**config.mk**
```make
export PLATFORM = sky130hd
export DESIGN_NAME = wr_burst_ctrl
export DESIGN_NICKNAME = d
export VERILOG_FILES = /design/src/rtl/wr_burst_ctrl.sv
export SDC_FILE = /design/constraint.sdc
export NUM_CORES = 1
export LEC_CHECK = 0
export ABC_AREA = 1
export BUFFER_PORTS_ARGS = -buffer_cell sky130_fd_sc_hd__buf_2
export CORE_MARGIN = 1
export CORE_UTILIZATION = 45
export DETAILED_ROUTE_END_ITERATION = 6
export GPL_TIMING_DRIVEN = 0
export PLACE_DENSITY_LB_ADDON = 0.25
export SYNTH_ARGS = -nofsm -noshare
export SYNTH_HDL_FRONTEND = slang
export SYNTH_SLANG_ARGS = --single-unit
```
**constraint.sdc**
```tcl
create_clock -name rd_clk -period 1.74 [get_ports rd_clk]
set_input_delay 0 -clock rd_clk [delete_from_list [all_inputs] [get_ports rd_clk]]
set_output_delay 0 -clock rd_clk [all_outputs]
set_load 0.005 [all_outputs]
```
**src/rtl/wr_burst_ctrl.sv**
```systemverilog
// wr_burst_ctrl: write-path scheduler from the DDR2 write FIFO to the MIG.
// Issues one write command per WRITE_BURST words, then moves that burst into
// the write-data FIFO. MIG back-pressure is honoured. The command address
// walks a ring that runs from base_addr to last_addr (inclusive).
// Optional feature: define WR_BURST_CTRL_STATS_EN to count completed bursts
// on burst_count; otherwise burst_count is tied to zero.
module wr_burst_ctrl #(
  parameter int DATA_WIDTH  = 64,
  parameter int WRITE_BURST = 8,
  parameter int ADDR_WIDTH  = 31,
  parameter int ADDR_INC    = 4
) (
  input  logic                  rd_clk,
  input  logic                  reset,
  input  logic                  enable,
  input  logic                  phy_init_done,
  input  logic [ADDR_WIDTH-1:0] base_addr,
  input  logic [ADDR_WIDTH-1:0] last_addr,
  input  logic                  prog_empty,
  input  logic                  dout_vd,
  input  logic [DATA_WIDTH-1:0] data_out,
  output logic                  rd_fifo,
  input  logic                  app_af_afull,
  input  logic                  app_wdf_afull,
  output logic                  app_af_wren,
  output logic [2:0]            app_af_cmd,
  output logic [ADDR_WIDTH-1:0] app_af_addr,
  output logic                  app_wdf_wren,
  output logic [DATA_WIDTH-1:0] app_wdf_data,
  output logic                  busy,
  output logic [31:0]           burst_count
);

  localparam int CNT_W = $clog2(WRITE_BURST) + 1;
  localparam logic [CNT_W-1:0]      BURST_LEN  = CNT_W'(WRITE_BURST);
  localparam logic [CNT_W-1:0]      BURST_LAST = CNT_W'(WRITE_BURST - 1);
  localparam logic [ADDR_WIDTH-1:0] ADDR_STEP  = ADDR_WIDTH'(ADDR_INC);

  typedef enum logic [1:0] {
    IDLE = 2'd0,
    CMD  = 2'd1,
    DATA = 2'd2,
    DONE = 2'd3
  } state_t;

  state_t                  state_r;
  state_t                  state_s;
  logic [CNT_W-1:0]        rd_issued_r;
  logic [CNT_W-1:0]        wd_sent_r;
  logic [ADDR_WIDTH-1:0]   cur_addr_r;
  logic [ADDR_WIDTH-1:0]   base_r;
  logic                    af_wren_r;
  logic                    wdf_wren_r;
  logic [DATA_WIDTH-1:0]   wdf_data_r;
  logic                    busy_r;
  logic                    start_s;
  logic                    rd_en_s;
  logic                    last_word_s;
  logic                    accept_s;

  // Next-state decode plus the combinational FIFO pop, which must react to
  // app_wdf_afull in the same cycle.
  always_comb begin
    state_s     = state_r;
    rd_en_s     = 1'b0;
    start_s     = enable & phy_init_done & ~prog_empty & ~app_af_afull & ~app_wdf_afull;
    last_word_s = wdf_wren_r & (wd_sent_r == BURST_LAST);
    case (state_r)
      IDLE: begin
        if (start_s) state_s = CMD;
        else         state_s = IDLE;
      end
      CMD: begin
        state_s = DATA;
      end
      DATA: begin
        if ((rd_issued_r < BURST_LEN) && !app_wdf_afull) rd_en_s = 1'b1;
        else                                             rd_en_s = 1'b0;
        if (last_word_s) state_s = DONE;
        else             state_s = DATA;
      end
      DONE: begin
        state_s = IDLE;
      end
      default: begin
        state_s = IDLE;
      end
    endcase
  end

  // Words returned by the FIFO are only forwarded while a burst is moving data.
  assign accept_s = dout_vd & (state_r == DATA);

  // State register and registered MIG strobes.
  always_ff @(posedge rd_clk) begin
    if (!reset) begin
      state_r    <= IDLE;
      af_wren_r  <= 1'b0;
      busy_r     <= 1'b0;
      wdf_wren_r <= 1'b0;
      wdf_data_r <= {DATA_WIDTH{1'b0}};
    end else begin
      state_r    <= state_s;
      af_wren_r  <= (state_s == CMD);
      busy_r     <= (state_s != IDLE);
      wdf_wren_r <= accept_s;
      if (accept_s) wdf_data_r <= data_out;
      else          wdf_data_r <= wdf_data_r;
    end
  end

  // Per-burst pop and forward counters, cleared when the command goes out.
  always_ff @(posedge rd_clk) begin
    if (!reset) begin
      rd_issued_r <= {CNT_W{1'b0}};
      wd_sent_r   <= {CNT_W{1'b0}};
    end else if (state_r == CMD) begin
      rd_issued_r <= {CNT_W{1'b0}};
      wd_sent_r   <= {CNT_W{1'b0}};
    end else if (state_r == DATA) begin
      if (rd_en_s)    rd_issued_r <= rd_issued_r + {{(CNT_W-1){1'b0}}, 1'b1};
      else            rd_issued_r <= rd_issued_r;
      if (wdf_wren_r) wd_sent_r   <= wd_sent_r + {{(CNT_W-1){1'b0}}, 1'b1};
      else            wd_sent_r   <= wd_sent_r;
    end else begin
      rd_issued_r <= rd_issued_r;
      wd_sent_r   <= wd_sent_r;
    end
  end

  // Ring address: base is tracked while idle, and the address steps once per burst.
  always_ff @(posedge rd_clk) begin
    if (!reset) begin
      cur_addr_r <= base_addr;
      base_r     <= base_addr;
    end else begin
      if (!busy_r) base_r <= base_addr;
      else         base_r <= base_r;
      if (state_r == DONE) begin
        if (cur_addr_r == last_addr) cur_addr_r <= base_r;
        else                         cur_addr_r <= cur_addr_r + ADDR_STEP;
      end else begin
        cur_addr_r <= cur_addr_r;
      end
    end
  end

`ifdef WR_BURST_CTRL_STATS_EN
  logic [31:0] burst_count_r;

  // Completed-burst counter; it wraps naturally at 2^32.
  always_ff @(posedge rd_clk) begin
    if (!reset)                burst_count_r <= 32'd0;
    else if (state_r == DONE)  burst_count_r <= burst_count_r + 32'd1;
    else                       burst_count_r <= burst_count_r;
  end

  assign burst_count = burst_count_r;
`else
  assign burst_count = 32'd0;
`endif

  assign rd_fifo      = rd_en_s;
  assign app_af_wren  = af_wren_r;
  assign app_af_cmd   = 3'b000;
  assign app_af_addr  = cur_addr_r;
  assign app_wdf_wren = wdf_wren_r;
  assign app_wdf_data = wdf_data_r;
  assign busy         = busy_r;

endmodule

```
==> results.yml, run 1 <==
outcome:
  outcome: "finished with violations"
  violations: "setup timing"
grt:
  track_usage_pct: 28.54
  globalRoute.totalOverflow: 0
  antenna_found_initial: 1
  grt_pass1_wl_um: 35750
  grt_max_degree: 32
  grt_pass1_vias: 7391
routing:
  via_per_inst: 4.783
  wl_met3_um: 1702
  wl_met2_um: 12030
  m1WireLength_um: 9117
  first_pass_iters: 5
  drt_wl_total_um: 23370
  dr_total_vias: 7624
  drc_errors: 0
  wl_per_cell_um: 14.66
  drt_iter0_markers: 520
  ant_nets: 0
  routed.top_layer: "met4"
worst_setup_path:
  cp-start-kind: "flip-flop"
  cp_common_cell: "nand2_1"
  critPathKind: "flip-flop to flip-flop"
  crit_fanout: 4
  r2r-start: "app_af_addr[12]"
  r2r_cells: 11
  critPathMaxStageDelay_ps: 490
  cp_data_required_time_ps: 2030
  worstPathCellList: "buf_4 > nand2_1 > inv_1 > nand2_1 > nor3_1 > nand2_1 > nand2_1 > nand2_1 > nand2_1 > nand3_2 > nand2_1"
  cp.arrival_ps: 2200
  crit_path_end_kind: "flip-flop"
  reg2reg_to: "app_af_addr[28]"
  rrSetupSlack_ps: -170
  cp_slowest_cell: "edfxtp_1"
synthesis:
  ys_seq_area_share_pct: 48.13
  synth_edf_count: 62
  post-synth-top-area-cell: "edfxtp_1"
  yosys_most_used_dff: "dfxtp_1"
  synth_area_leaders: "edfxtp_1 26%, dfxtp_1 22%, nand2_1 12%, nor2_1 9.6%, nand3_1 5.3%"
  synth_seq_cells: 139
  synthArstFlopShare_pct: 0
  syn_avg_cell_area_sq_um: 7.562
  syn-cell-area_sq_um: 7071
  syn_inst: 935
  post_synth_num_cell_types: 30
  synth_top_area_share_pct: 26.33
  ys_warn_count: 0
place:
  dpl_cell_area_sq_um: 8626
  pre_cts_ws_ps: -939.6
  port_buffers: 232
  hpwl_um: 15010
  gp_congestion: 0.9343
pwr:
  p_int_mw: 6.284
  seqPwrFrac_pct: 43.2
  finalPower_mw: 8.419
  powerDensity_nw_per_um2: 757.8
  p_clk_share_pct: 41.9
  leakagePower_nw: 5.455
  netSwitchingFraction_pct: 25.36
  p_sw_mw: 2.135
  ir_drop_uv: 607.9
  combPwrFrac_pct: 14.9
timing:
  setup_slack_ps: -174.3
  holdWs_ps: 52.63
  hold_violations: 0
  timing.slew.headroom_pct: 55.25
  fmax_ghz: 0.5224
  rsz0062_at_grt: "true"
  tightest_slew_ps: 671.2
  timing.final.crit_period_ps: 1914
  drv_slew: 0
  setup_viol: 31
  fin_crit_sh_pct: 110.0
  finClkSkew_ps: 7.323
finish:
  mostFrequentLayoutCells: "233 x buf_2, 225 x nand2_1, 169 x nor2_1, 97 x dlygate4sd3_1, 86 x buf_4"
  finalNetCount: 1511
  drive_gt1_share_pct: 33.14
  area_delta_synth_final_pct: 57.12
  fin_area_sq_um: 11110
  layout_commonest_cell: "buf_2"
clocking:
  path_clk_slew_ps: 60
  htreeDepth: 4
  cts_buffers: 17
  clock-root-buffer: "clkbuf_16"
  cts_tree: "yes"
  clock-sinks: 139
  clk_latency_ps: 420
  clock_path_buffers: 2
worst_hold_path:
  hp-class: "input port to flip-flop"
  hold_path_end: "rd_issued_r[0]"
  min_path_cells: 5
  hold_start: "app_wdf_afull"
floorplanning:
  chipHeight_um: 127.4
  dieArea_sq_um: 16220
  io_pins: 268
  row_count: 45
  chipWidth_um: 127.4
  initial_core_util_pct: 46.34
  core_area_sq_um: 15260
run:
  max-cap-violations: 0
-- worst max-delay path by stage --
stage	startpoint	end	slack [ps]	cells past startpoint
after floorplan	app_af_addr[4]	app_af_addr[0]	50	8
after global placement	reset	base_r[14]	-1000	4
after detailed placement	reset	app_af_addr[19]	-940	4
after CTS	app_af_addr[27]	app_af_addr[30]	-120	10
after global routing	app_af_addr[12]	app_af_addr[28]	-280	11
final	app_af_addr[12]	app_af_addr[28]	-170	11
-- power by group through the flow --
stage	sequential, mW	clock [mW]	combinational, mW
after floorplan	3.70	0	0.485
after detailed placement	3.73	0	0.829
after global routing	3.64	3.69	1.37
after CTS	3.63	3.54	1.13
after global placement	3.72	0	0.818
final	3.63	3.53	1.26
-- registers in the layout, indices dropped and copies added (netlist names) --
name	count
app_af_addr	31
app_af_wren	1
app_wdf_data	64
app_wdf_wren	1
base_r	31
busy	1
rd_issued_r	4
state_r	2
wd_sent_r	4
-- per-stage QoR --
step / instances / setup TNS (ps) / util, %
2_1_floorplan: 969 / 0 / -
3_3_place_gp: 1412 / -65960 / 56.52
3_5_place_dp: 1412 / -53680 / 56.53
4_1_cts: 1574 / -3672 / 70.03
5_1_grt: 1594 / -6176 / 72.81
6_report: 1594 / -3618 / 72.81
-- critical path: cells and delay by family, from the launching register on --
kind                   cells  cell delay (ps)
DFF                        1              490
and+or+nand+nor            9             1010
buffers and inverters      2              260
-- timing repair --
item | CTS | global route
hold buffers | 97 | 0
cloned | 1 | 1
gates resized for setup | 58 | 77
endpoints found under the hold margin | 128 | 0
pin swaps | 24 | 39
setup buffers | 34 | 19
endpoints found under the setup margin | 143 | 135
-- logic make-up after synthesis --
logic type | share of synthesized area [%]
DFF | 48.13
and+or+nand+nor | 29.41
other | 0.05304
buffers and inverters | 10.90
adders and majority gates | 1.239
xor gates and xnor gates | 4.955
AOI/OAI and AO/OA | 5.309
-- metal layers --
| metal | up-vias | GRT usage, % |
|---|---|---|
| li1 | 3763 | - |
| met1 | 3485 | 32.33 |
| met2 | 336 | 51.98 |
| met3 | 40 | 6.784 |
| met4 | 0 | 10.50 |
| met5 | - | 0 |
-- final cells by class --
| class | instances | area [sq um] |
|---|---|---|
| Antenna cell | 1 | 2.502 |
| Buffer | 70 | 485.5 |
| Clock buffer | 22 | 516.7 |
| Clock inverter | 9 | 55.05 |
| Fill cell | 1147 | 4149 |
| Inverter | 89 | 334.1 |
| Multi-Input combinational cell | 669 | 3448 |
| Sequential cell | 139 | 3405 |
| Tap cell | 211 | 264.0 |
| Timing Repair Buffer | 384 | 2599 |
-- cell usage after synthesis, drive strengths merged (7+ instances only) --
master,instances
buf,48
clkbuf,24
dfxtp,77
edfxtp,62
ha,7
inv,89
nand2,236
nand3,77
nor2,185
nor3,8
o21ai,72
xnor2,24
xor2,16
Note: power is estimated with default switching activity, not from simulation.
==> inputs of run 2 (changes only) <==
--- a/config.mk
+++ b/config.mk
@@ -12,6 +12,7 @@
 export DETAILED_ROUTE_END_ITERATION = 6
 export GPL_TIMING_DRIVEN = 0
 export PLACE_DENSITY_LB_ADDON = 0.25
+export SKIP_CTS_REPAIR_TIMING = 1
 export SYNTH_ARGS = -nofsm -noshare
 export SYNTH_HDL_FRONTEND = slang
 export SYNTH_SLANG_ARGS = --single-unit
==> run 2 against run 1 <==
  * The run ends with hold timing, setup timing left
  * Largest cell class is now registers
  * Sequential power is essentially flat
  * Total power shrank 1.6%
  * Setup slack lost 65 ps
  * Maximum frequency shrank 3.3%
  * Non-clock buffer count shrank 25
==> results.yml, run 2 (synthesis gave the netlist of run 1 again) <==
finish:
  largest_reg_flops: 64
  finalNonFillerCells: 1568
  ff_latch_area_sq_um: 3403
  n_antenna_cell: 0
  multi_input_area_sq_um: 3264
  finalNetCount: 1486
  mostFrequentLayoutCells: "236 x buf_2, 230 x nand2_1, 175 x nor2_1, 95 x dlygate4sd3_1, 84 x inv_1"
  area_delta_synth_final_pct: 51.05
  drive_gt1_share_pct: 30.43
  layout_commonest_cell: "buf_2"
  fillers: 1221
timing:
  hold_violations: 2
  rsz0062_at_grt: "true"
  timing.final.crit_period_ps: 1979
  fmax_ghz: 0.5052
  drv_slew: 0
  finClkSkew_ps: 6.307
  finalSetupTns_ps: -11090
  tightest_slew_ps: 864.7
  timing.slew.headroom_pct: 42.15
  setup_viol: 91
  holdWs_ps: -3.967
  fin_crit_sh_pct: 113.8
  setup_slack_ps: -239.3
routing:
  drt_wl_total_um: 22430
  wl_per_cell_um: 14.30
  drt_iter0_markers: 347
  via_per_inst: 4.745
  drc_errors: 0
  ant_nets: 0
  first_pass_iters: 5
  dr_total_vias: 7440
run:
  max-cap-violations: 0
clocking:
  clock_path_buffers: 2
  clock-root-buffer: "clkbuf_16"
  path_clk_slew_ps: 60
  clk_latency_ps: 420
  cts_tree: "yes"
  htreeDepth: 4
  cts_buffers: 17
  clock-sinks: 139
outcome:
  violations: "hold timing, setup timing"
  outcome: "finished with violations"
floorplanning:
  row_count: 45
  core_area_sq_um: 15260
  chipWidth_um: 127.4
  chipHeight_um: 127.4
  initial_core_util_pct: 46.34
  dieArea_sq_um: 16220
  io_pins: 268
grt:
  grt_pass1_vias: 6436
  grt_max_degree: 32
  globalRoute.totalOverflow: 0
  grt_pass1_wl_um: 31420
  antenna_found_initial: 0
  track_usage_pct: 25.37
worst_setup_path:
  crit_fanout: 5
  cp-start-kind: "flip-flop"
  cp-startpoint: "app_af_addr[7]"
  cp_data_required_time_ps: 1910
  r2r-start: "app_af_addr[7]"
  cp.arrival_ps: 2150
  crit_path_end_kind: "flip-flop"
  critPathKind: "flip-flop to flip-flop"
pwr:
  leakagePower_nw: 5.247
  ir_drop_uv: 604.8
  powerDensity_nw_per_um2: 776.1
place:
  gp_congestion: 0.9343
  place_inst: 1412
  hpwl_um: 15010
  port_buffers: 232
worst_hold_path:
  hold_start: "phy_init_done"
  hp-class: "input port to flip-flop"
==> run 2: cell count changes in the layout (fill, tap and decap cells not counted), moves of 2 or more <==
cell / delta
buf_12: -2
nand3_2: -3
nor2_4: -4
nor2_1: +6
o21ai_2: +2
buf_6: -4
nand2_1: +5
nor2_2: -2
nand3_1: +9
buf_2: +3
dlygate4sd3_1: -2
nand2_4: -5
nand3_4: -6
buf_4: -21
==> run 2: worst paths after layout <==
check / endpoint / slack (ps) / cells past startpoint
worst min register to register: rd_issued_r[2] / 470 / 2
worst max register to register: app_af_addr[28] / -240 / 10
worst min-delay path: state_r[0] / -4 / 5
worst max-delay path: app_af_addr[28] / -240 / 10
==> run 2: worst max-delay path: stages (launching register included) <==
cell and delay, ps:
edfxtp_1 510, xnor2_2 260, nand2_1 70, nor2_1 110
nand2_1 100, nor2_4 150, buf_6 150, clkbuf_16 150
nand3_2 70, nand3_1 80, nand2_1 60
==> run 2: final cells by class <==
type	instances	share of cell area [%]
repair buffers	357	22.17
clock buffers	22	4.838
flip-flops and latches	139	31.87
multi-input cells	669	30.56
inverters	89	3.128
clock inverters	9	0.5155
plain buffers	72	4.452
well taps	211	2.472
==> run 2: per-layer routing <==
layer / GRT usage (%) / wire [um]
met1: 29.22 / 9043
met2: 44.97 / 11330
met3: 6.868 / 1494
met4: 9.384 / 558
met5: 0 / 0
==> run 2: stage by stage <==
stage	utilization (%)	hold slack [ps]	instance area, sq um	worst slack (ps)	power (mW)
finish	70.00	-3.967	10680	-239.3	8.288
global route	70.00	47.00	10680	-311.2	8.610
global placement	56.52	191.5	8623	-1002	4.541
floorplan	-	98.87	7198	46.31	4.184
detailed placement	56.53	192.4	8626	-939.6	4.557
CTS	60.28	-246.6	9198	-498.3	8.035
==> run 2: report_power, final <==
part,internal (mW),switching (mW),total (mW)
combinational,0.588,0.547,1.14
sequential,3.54,0.105,3.65
clock,2.09,1.41,3.51
==> inputs of run 3 (changes only) <==
--- a/config.mk
+++ b/config.mk
@@ -12,6 +12,7 @@
 export DETAILED_ROUTE_END_ITERATION = 6
 export GPL_TIMING_DRIVEN = 0
 export PLACE_DENSITY_LB_ADDON = 0.25
+export SETUP_SLACK_MARGIN = 0.15
 export SKIP_CTS_REPAIR_TIMING = 1
 export SYNTH_ARGS = -nofsm -noshare
 export SYNTH_HDL_FRONTEND = slang
==> run 3 against run 2 <==
  * The flow still finishes with violations (hold timing, setup timing)
  * Largest power group unchanged
  * Non-clock buffer count decreased by 2
  * Clock skew increased by 0.83 ps
  * Setup slack improved by 34 ps
  * Critical path depth unchanged
  * Sequential share of layout area about the same
  * Critical endpoint is now app_af_addr[1]
  * Die area unchanged
  * Via count decreased by 1.4%
  * Global-route usage decreased by 1.1 points
  * Combinational power about the same
==> results.yml, run 3 (synthesis gave the netlist of run 1 again) <==
outcome:
  outcome: "finished with violations"
  violations: "hold timing, setup timing"
timing:
  holdWs_ps: -16.81
  setup_viol: 31
  tightest_slew_ps: 675.5
  fmax_ghz: 0.5141
  timing.slew.headroom_pct: 54.97
  fin_crit_sh_pct: 111.8
  timing.final.crit_period_ps: 1945
  setup_slack_ps: -205.3
  rsz0062_at_grt: "true"
  drv_slew: 0
  hold_violations: 4
  finClkSkew_ps: 7.139
  finalSetupTns_ps: -3621
worst_hold_path:
  hold_start: "phy_init_done"
  min_path_cells: 5
  hp-class: "input port to flip-flop"
  hold_path_end: "state_r[0]"
finish:
  layout_commonest_cell: "buf_2"
  n_antenna_cell: 0
  ff_latch_area_sq_um: 3403
  finalNonFillerCells: 1566
  multi_input_area_sq_um: 3232
  area_delta_synth_final_pct: 50.96
  fillers: 1199
  finalNetCount: 1484
  mostFrequentLayoutCells: "234 x buf_2, 222 x nand2_1, 170 x nor2_1, 95 x dlygate4sd3_1, 84 x inv_1"
  largest_reg_flops: 64
  postLayoutCoreUtil_pct: 69.95
  drive_gt1_share_pct: 29.37
routing:
  drt_iter0_markers: 405
  first_pass_iters: 5
  drt_wl_total_um: 21500
  wl_per_cell_um: 13.73
  via_per_inst: 4.683
  drc_errors: 0
  dr_total_vias: 7333
  ant_nets: 0
grt:
  track_usage_pct: 24.25
  globalRoute.totalOverflow: 0
  antenna_found_initial: 0
  grt_max_degree: 32
  grt_pass1_vias: 6166
  grt_pass1_wl_um: 30070
worst_setup_path:
  cp.arrival_ps: 2070
  rrSetupSlack_ps: -210
  cp_data_required_time_ps: 1870
  crit_fanout: 10
  r2r_cells: 10
  critPathKind: "flip-flop to flip-flop"
  crit_path_end_kind: "flip-flop"
  r2r-start: "app_af_addr[2]"
  cp-start-kind: "flip-flop"
  reg2reg_to: "app_af_addr[1]"
place:
  place_inst: 1412
  gp_congestion: 0.9174
  port_buffers: 232
  hpwl_um: 14660
floorplanning:
  io_pins: 268
  dieArea_sq_um: 16220
  initial_core_util_pct: 46.34
  chipHeight_um: 127.4
  row_count: 45
  chipWidth_um: 127.4
  core_area_sq_um: 15260
clocking:
  clock-sinks: 139
  htreeDepth: 4
  clk_latency_ps: 420
  path_clk_slew_ps: 60
  cts_buffers: 17
  clock-root-buffer: "clkbuf_16"
  cts_tree: "yes"
  clock_path_buffers: 2
pwr:
  ir_drop_uv: 624.3
  leakagePower_nw: 5.292
  powerDensity_nw_per_um2: 779.2
run:
  max-cap-violations: 0
[run 3: cell count changes in the layout (fill, tap and decap cells not counted), sizes merged]
cell,change
buf,-1
clkinv,-2
inv,-1
clkbuf,+2
[run 3: how the worst max path moves through the flow]
stage,startpoint,to,slack [ps],depth (start not counted)
5_1_grt,app_af_addr[2],app_af_addr[1],-320,10
3_5_place_dp,reset,app_af_addr[20],-880,4
2_1_floorplan,app_af_addr[4],app_af_addr[24],60,10
4_1_cts,reset,app_af_addr[20],-430,4
6_report,app_af_addr[2],app_af_addr[1],-210,10
3_3_place_gp,reset,base_r[14],-960,4
[run 3: metrics by stage]
| stage | power, mW | instance area (sq um) | worst slack [ps] |
|---|---|---|---|
| detailed placement | 4.554 | 8641 | -884.3 |
| floorplan | 4.185 | 7213 | 56.30 |
| global route | 8.642 | 10670 | -316.5 |
| finish | 8.317 | 10670 | -205.3 |
| CTS | 8.071 | 9226 | -433.4 |
| global placement | 4.540 | 8638 | -962.8 |
[run 3: critical path: stages, from the launching register on]
cell,delay (ps)
edfxtp_1,530
inv_1,100
nand2_1,50
nand2_1,90
nand2_1,80
nor2_2,120
nand2_1,70
nor2_2,150
nand2_4,130
buf_8,170
o21ai_4,150
[run 3: per-layer routing]
layer  up-vias  GRT usage [%]  share of wire [%]
met1      3324          27.18                 39
met3        34          8.626                7.8
met5         -              0                  0
met2       285          42.49                 51
li1       3690              -                  -
met4         0          8.473                1.7
[run 3: where the power goes]
group	switching [mW]	internal, mW	leakage, nW	total (mW)
logic	0.540	0.588	3.75	1.13
registers	0.105	3.54	1.26	3.65
clock network	1.38	2.16	0.290	3.54
total	2.03	6.29	5.29	8.32
[run 3: area by class of cell]
class	instances	share of cell area (%)
flip-flops and latches	139	31.88
plain buffers	72	4.806
multi-input cells	669	30.28
clock buffers	25	5.052
well taps	211	2.473
repair buffers	355	21.94
inverters	89	3.130
clock inverters	6	0.4337
